<file path="src/rtl/alu_seq_pkg.sv">
// Shared types and helpers for the ALU source sequencer: operation classes, FSM states,
// and the registered control-output bundle.
package alu_seq_pkg;

  localparam int unsigned ClassW = 3;
  localparam int unsigned ConstW = 3;

  typedef enum logic [2:0] {
    OpRr      = 3'd0,
    OpRc      = 3'd1,
    OpImm     = 3'd2,
    OpOff     = 3'd3,
    OpOffPost = 3'd4,
    OpPre     = 3'd5
  } op_class_e;

  typedef enum logic [1:0] {
    StIdle  = 2'd0,
    StPass1 = 2'd1,
    StPass2 = 2'd2,
    StDone  = 2'd3
  } state_e;

  typedef struct packed {
    logic busy;
    logic done;
    logic illegal;
    logic const_sel;
    logic imm_val_sel;
    logic offset_sel;
    logic alu_en;
    logic reg_wr_en;
    logic psw_wr_en;
    logic addr_ld_en;
  } ctl_t;

  function automatic logic is_two_pass(input op_class_e c);
    return c == OpOffPost;
  endfunction

endpackage

</file>
<file path="src/rtl/alu_src_sequencer.sv">
// Execute-stage ALU source/enable sequencer: one or two ALU passes per start, then a done pulse.
// Optional ALU_SRC_SEQ_STALL_EN adds a stall input that freezes PASS states.
module alu_src_sequencer
  import alu_seq_pkg::*;
#(
  parameter int unsigned CLASS_W = ClassW,
  parameter int unsigned CONST_W = ConstW
) (
  input  logic               clk,
  input  logic               rst_n,
`ifdef ALU_SRC_SEQ_STALL_EN
  input  logic               stall,
`endif
  input  logic               start,
  input  logic [CLASS_W-1:0] op_class,
  input  logic [CONST_W-1:0] const_idx,
  input  logic               upd_psw,
  output logic               busy,
  output logic               done,
  output logic               illegal,
  output logic               const_sel,
  output logic               imm_val_sel,
  output logic               offset_sel,
  output logic [CONST_W-1:0] const_code,
  output logic               alu_en,
  output logic               reg_wr_en,
  output logic               psw_wr_en,
  output logic               addr_ld_en
);

  state_e               state_q, state_d;
  logic [CLASS_W-1:0]   class_q, class_d;
  logic [CONST_W-1:0]   code_q, code_d;
  logic                 upd_q, upd_d;
  ctl_t                 ctl_q, ctl_d;
  logic                 stall_w;

`ifdef ALU_SRC_SEQ_STALL_EN
  assign stall_w = stall;
`else
  assign stall_w = 1'b0;
`endif

  always_comb begin
    state_d = state_q;
    class_d = class_q;
    code_d  = code_q;
    upd_d   = upd_q;
    case (state_q)
      StIdle: begin
        if (start) begin
          class_d = op_class;
          code_d  = const_idx;
          upd_d   = upd_psw;
          state_d = (op_class < CLASS_W'(6)) ? StPass1 : StDone;
        end
      end
      StPass1: begin
        if (!stall_w) begin
          state_d = is_two_pass(op_class_e'(class_q[2:0])) ? StPass2 : StDone;
        end
      end
      StPass2: begin
        if (!stall_w) state_d = StDone;
      end
      StDone:  state_d = StIdle;
      default: state_d = StIdle;
    endcase
  end

  // Outputs are decoded from the next state so they appear registered with the state itself.
  always_comb begin
    ctl_d      = '0;
    ctl_d.busy = (state_d != StIdle);
    case (state_d)
      StPass1: begin
        ctl_d.alu_en = 1'b1;
        case (op_class_e'(class_d[2:0]))
          OpRr: begin
            ctl_d.reg_wr_en = 1'b1;
            ctl_d.psw_wr_en = upd_d;
          end
          OpRc: begin
            ctl_d.const_sel = 1'b1;
            ctl_d.reg_wr_en = 1'b1;
            ctl_d.psw_wr_en = upd_d;
          end
          OpImm: begin
            ctl_d.imm_val_sel = 1'b1;
            ctl_d.reg_wr_en   = 1'b1;
            ctl_d.psw_wr_en   = upd_d;
          end
          OpOff, OpOffPost: begin
            ctl_d.offset_sel = 1'b1;
            ctl_d.addr_ld_en = 1'b1;
          end
          OpPre: begin
            ctl_d.const_sel  = 1'b1;
            ctl_d.reg_wr_en  = 1'b1;
            ctl_d.addr_ld_en = 1'b1;
          end
          default: ;
        endcase
      end
      StPass2: begin
        // Only post-modify uses a second pass: write back the incremented register.
        ctl_d.alu_en    = 1'b1;
        ctl_d.const_sel = 1'b1;
        ctl_d.reg_wr_en = 1'b1;
      end
      StDone: begin
        ctl_d.done    = 1'b1;
        ctl_d.illegal = !(class_d < CLASS_W'(6));
      end
      default: ;
    endcase
  end

  always_ff @(posedge clk or negedge rst_n) begin
    if (!rst_n) begin
      state_q <= StIdle;
      class_q <= '0;
      code_q  <= '0;
      upd_q   <= 1'b0;
      ctl_q   <= '0;
    end else begin
      state_q <= state_d;
      class_q <= class_d;
      code_q  <= code_d;
      upd_q   <= upd_d;
      ctl_q   <= ctl_d;
    end
  end

  assign busy        = ctl_q.busy;
  assign done        = ctl_q.done;
  assign illegal     = ctl_q.illegal;
  assign const_sel   = ctl_q.const_sel;
  assign imm_val_sel = ctl_q.imm_val_sel;
  assign offset_sel  = ctl_q.offset_sel;
  assign const_code  = code_q;
  // A stalled pass keeps its selects but must not evaluate or write anything.
  assign alu_en      = ctl_q.alu_en & ~stall_w;
  assign reg_wr_en   = ctl_q.reg_wr_en & ~stall_w;
  assign psw_wr_en   = ctl_q.psw_wr_en & ~stall_w;
  assign addr_ld_en  = ctl_q.addr_ld_en & ~stall_w;

endmodule

</file>
<file path="config.mk">
export PLATFORM = sky130hd
export DESIGN_NAME = alu_src_sequencer
export DESIGN_NICKNAME = d
export VERILOG_FILES = /design/src/rtl/alu_seq_pkg.sv /design/src/rtl/alu_src_sequencer.sv
export SDC_FILE = /design/constraint.sdc
export NUM_CORES = 1
export LEC_CHECK = 0
export CORE_UTILIZATION = 47
export CTS_CLUSTER_SIZE = 20
export DETAILED_ROUTE_END_ITERATION = 8
export GPL_ROUTABILITY_DRIVEN = 1
export PLACE_DENSITY = 0.74
export SLEW_MARGIN = 20
export SYNTH_ARGS = -nofsm -noshare
export SYNTH_HDL_FRONTEND = slang
export SYNTH_SLANG_ARGS = --single-unit
</file>
<file path="constraint.sdc">
create_clock -name clk -period 1.8 [get_ports clk]
set_input_delay 0.27 -clock clk [delete_from_list [all_inputs] [get_ports clk]]
set_output_delay 0.27 -clock clk [all_outputs]
set_load 0.05 [all_outputs]
</file>
==> metrics.txt <==
Logic pwr share 0.638; sw frac 0.461; CP Data Required Time 1.53 ns; CP max stage delay ~0.8 ns; CTS resizes 0; ys async rst share 1.00; Root Buffer clkbuf_4; Worst Reg-to-Reg Cells 6; static leakage 0.587 nW; Startpoint Class flop; Clock Latency Late Sink 0.28 ns; predominant post-synthesis flop cell dfrtp_1; register-to-register setup slack 0.13 ns; Port Buffers 22; Fmax 587 MHz; cts hold-fix bufs 0; pre-CTS setup slack -0.0968 ns; diodes inserted 0; Seq pwr share 0.282; post-DR wirelength/cell 12.0 µm; final hold violation count 0; count leader, synth dfrtp_1; Final Critical Period 1.70 ns; clk sinks 19; Post-synth EDFFs 0; crit path launch const_sel; number of cell rows 15; # H-tree levels 1; pwr/cell area slightly above 2000 nW/µm²; Syn Std Cell Area 907 µm²; RSZ-0062 raised after global routing no; synth top area cells dfrtp_1, ha_1, nand2_1, mux2i_1, inv_1; GRT met3 Usage 0.0238; relative slew slack 0.666; Worst Tran Pin Value 0.500 ns; CP max-delay cell clkdlybuf4s50_1; Register Area 475 µm²; chip width between 40 and 50 µm; leading area contributor after synthesis dfrtp_1; maximum vdd drop between 1 and 1.5 mV; critical path arrival 1.43 ns; WL final 1730 µm; Seq/Total Area, Yosys 0.524; CTS tree yes; Die Y roughly 46 µm; Final GP Congestion between 0.8 and 0.9; clock power share 0.080; dpl hpwl 1370 µm; ratio of cells with drive above 1 in the final layout 0.160; initial core utilization 0.514; crit path max fanout 1; RR Endpoint reg_wr_en; worst-case clock buffer depth 2; Critical Path End const_sel; final worst clock skew 0.00183 ns; postcts setup bufs 0; I/O Pins 23; Mapped Nets 103; final antenna-violating net count 0; first-pass GRT wire length around 2800 µm; area delta synth->final 36.6%; Fillers 157; Levels on crit path 1; DRT iter0 DRCs 11; vias per cell approximately 4.8; syn avg cell area 10.5 µm²; Yosys warnings 0; GRT met2 Usage 0.335; Top delay family on crit path buffers and inverters; CTS Buf Count 3; total grt overflow 0; total power 0.00251 W; Final setup viols 0; Setup crit end kind output port; Pint 0.00135 W; DRC Markers 0; CP Class flop to output port; worst setup margin 0.0972 ns; Slew Limit Fails 0; CP bufs+invs 1; final net count 137; CP Cell Sequence clkdlybuf4s50_1; First-pass DRT Iterations 4; number of global-route vias before repair approximately 670; synth cell count leaders dfrtp_1, nand2_1, inv_1; core footprint 1760 µm²; proportion of netlist area held by the largest area contributor 0.524; Psw 0.00116 W; met1 Use GR 0.223; GR peak layer met2; Tcrit/Tclk final 0.946; vias 694; Mapped Cells 86; Worst-path clk slew ~0.1 ns; initial antenna violation count 0; GRT Resource Usage Total 0.184; Seq cells post-synth 19; Worst R2R Start state_q[0]; multi-input logic area 388 µm²; Min-Delay Path Class input port to async pin; status finished clean; Cell variety after synth 25; largest net degree at the start of global routing 20; max cap viols 0; die area 2110 µm²
## layer usage
metal  share of wire  vias up
met5               0        -
met4               0        0
met3           0.058        0
met2            0.51       22
met1            0.43      324
li1                -      348
## state kept, by name, indices dropped and copies added, names as in the netlist
register     count
alu_en           1
const_code       3
addr_ld_en       1
busy             1
reg_wr_en        1
psw_wr_en        1
imm_val_sel      1
upd_q            1
illegal          1
state_q          2
const_sel        1
class_q          3
offset_sel       1
done             1
## layout by cell type, fill, tap and decap left out, types with 2 or more instances in the layout
master / Yosys / final
clkdlybuf4s50_1: 0 / 22
dfrtp_1: 19 / 19
nand2_1: 16 / 16
buf_4: 0 / 9
inv_1: 8 / 7
nor2_1: 5 / 5
ha_1: 7 / 5
a21oi_1: 4 / 4
o21ai_0: 3 / 3
clkbuf_4: 0 / 3
mux2i_1: 3 / 2
nand2b_1: 2 / 2
o21a_1: 2 / 2
nor3b_1: 2 / 2
ha_2: 0 / 2
## logic make-up (layout without fill, tap and decap cells)
family,Yosys count,after routing,share of synthesized area
mux,5,5,0.0621
compound gates,14,14,0.0979
simple gates,31,31,0.161
fa+ha+maj,7,7,0.0965
flops,19,19,0.524
buf+inv,10,43,0.0579
## worst min path at each step
stage	start	end	cells past startpoint
2_1_floorplan	rst_n	addr_ld_en	0
3_3_place_gp	const_code[1]	const_code[1]	2
3_5_place_dp	const_code[0]	const_code[0]	2
4_1_cts	rst_n	const_code[2]	2
5_1_grt	rst_n	const_code[0]	2
6_report	rst_n	const_code[0]	2
## layout make-up
type | instances | share of cell area
sequential | 19 | 0.384
multi-input combinational | 57 | 0.313
timing repair buffer | 31 | 0.232
tap | 25 | 0.0253
inverter | 8 | 0.0242
clock buffer | 4 | 0.0212
## through the flow
step	TNS, ns	hold slack (ns)	area (µm²)	utilization	cells
global placement	-0.176	0.454	1200	0.682	140
floorplan	0	-0.0256	907	-	86
CTS	0	0.313	1230	0.697	144
global route	0	0.324	1240	0.702	144
detailed placement	-0.483	0.459	1200	0.682	140
finish	0	0.318	1240	0.702	144
## power groups by stage
stage | clock network, W | logic (W) | registers [W]
floorplan | 0 | 0.000663 | 0.00110
finish | 0.000202 | 0.00160 | 0.000708
detailed placement | 0 | 0.00159 | 0.000714
CTS | 0.000218 | 0.00159 | 0.000705
global route | 0.000233 | 0.00174 | 0.000723
global placement | 0 | 0.00155 | 0.000709
Note: power is estimated with default switching activity, not from simulation.
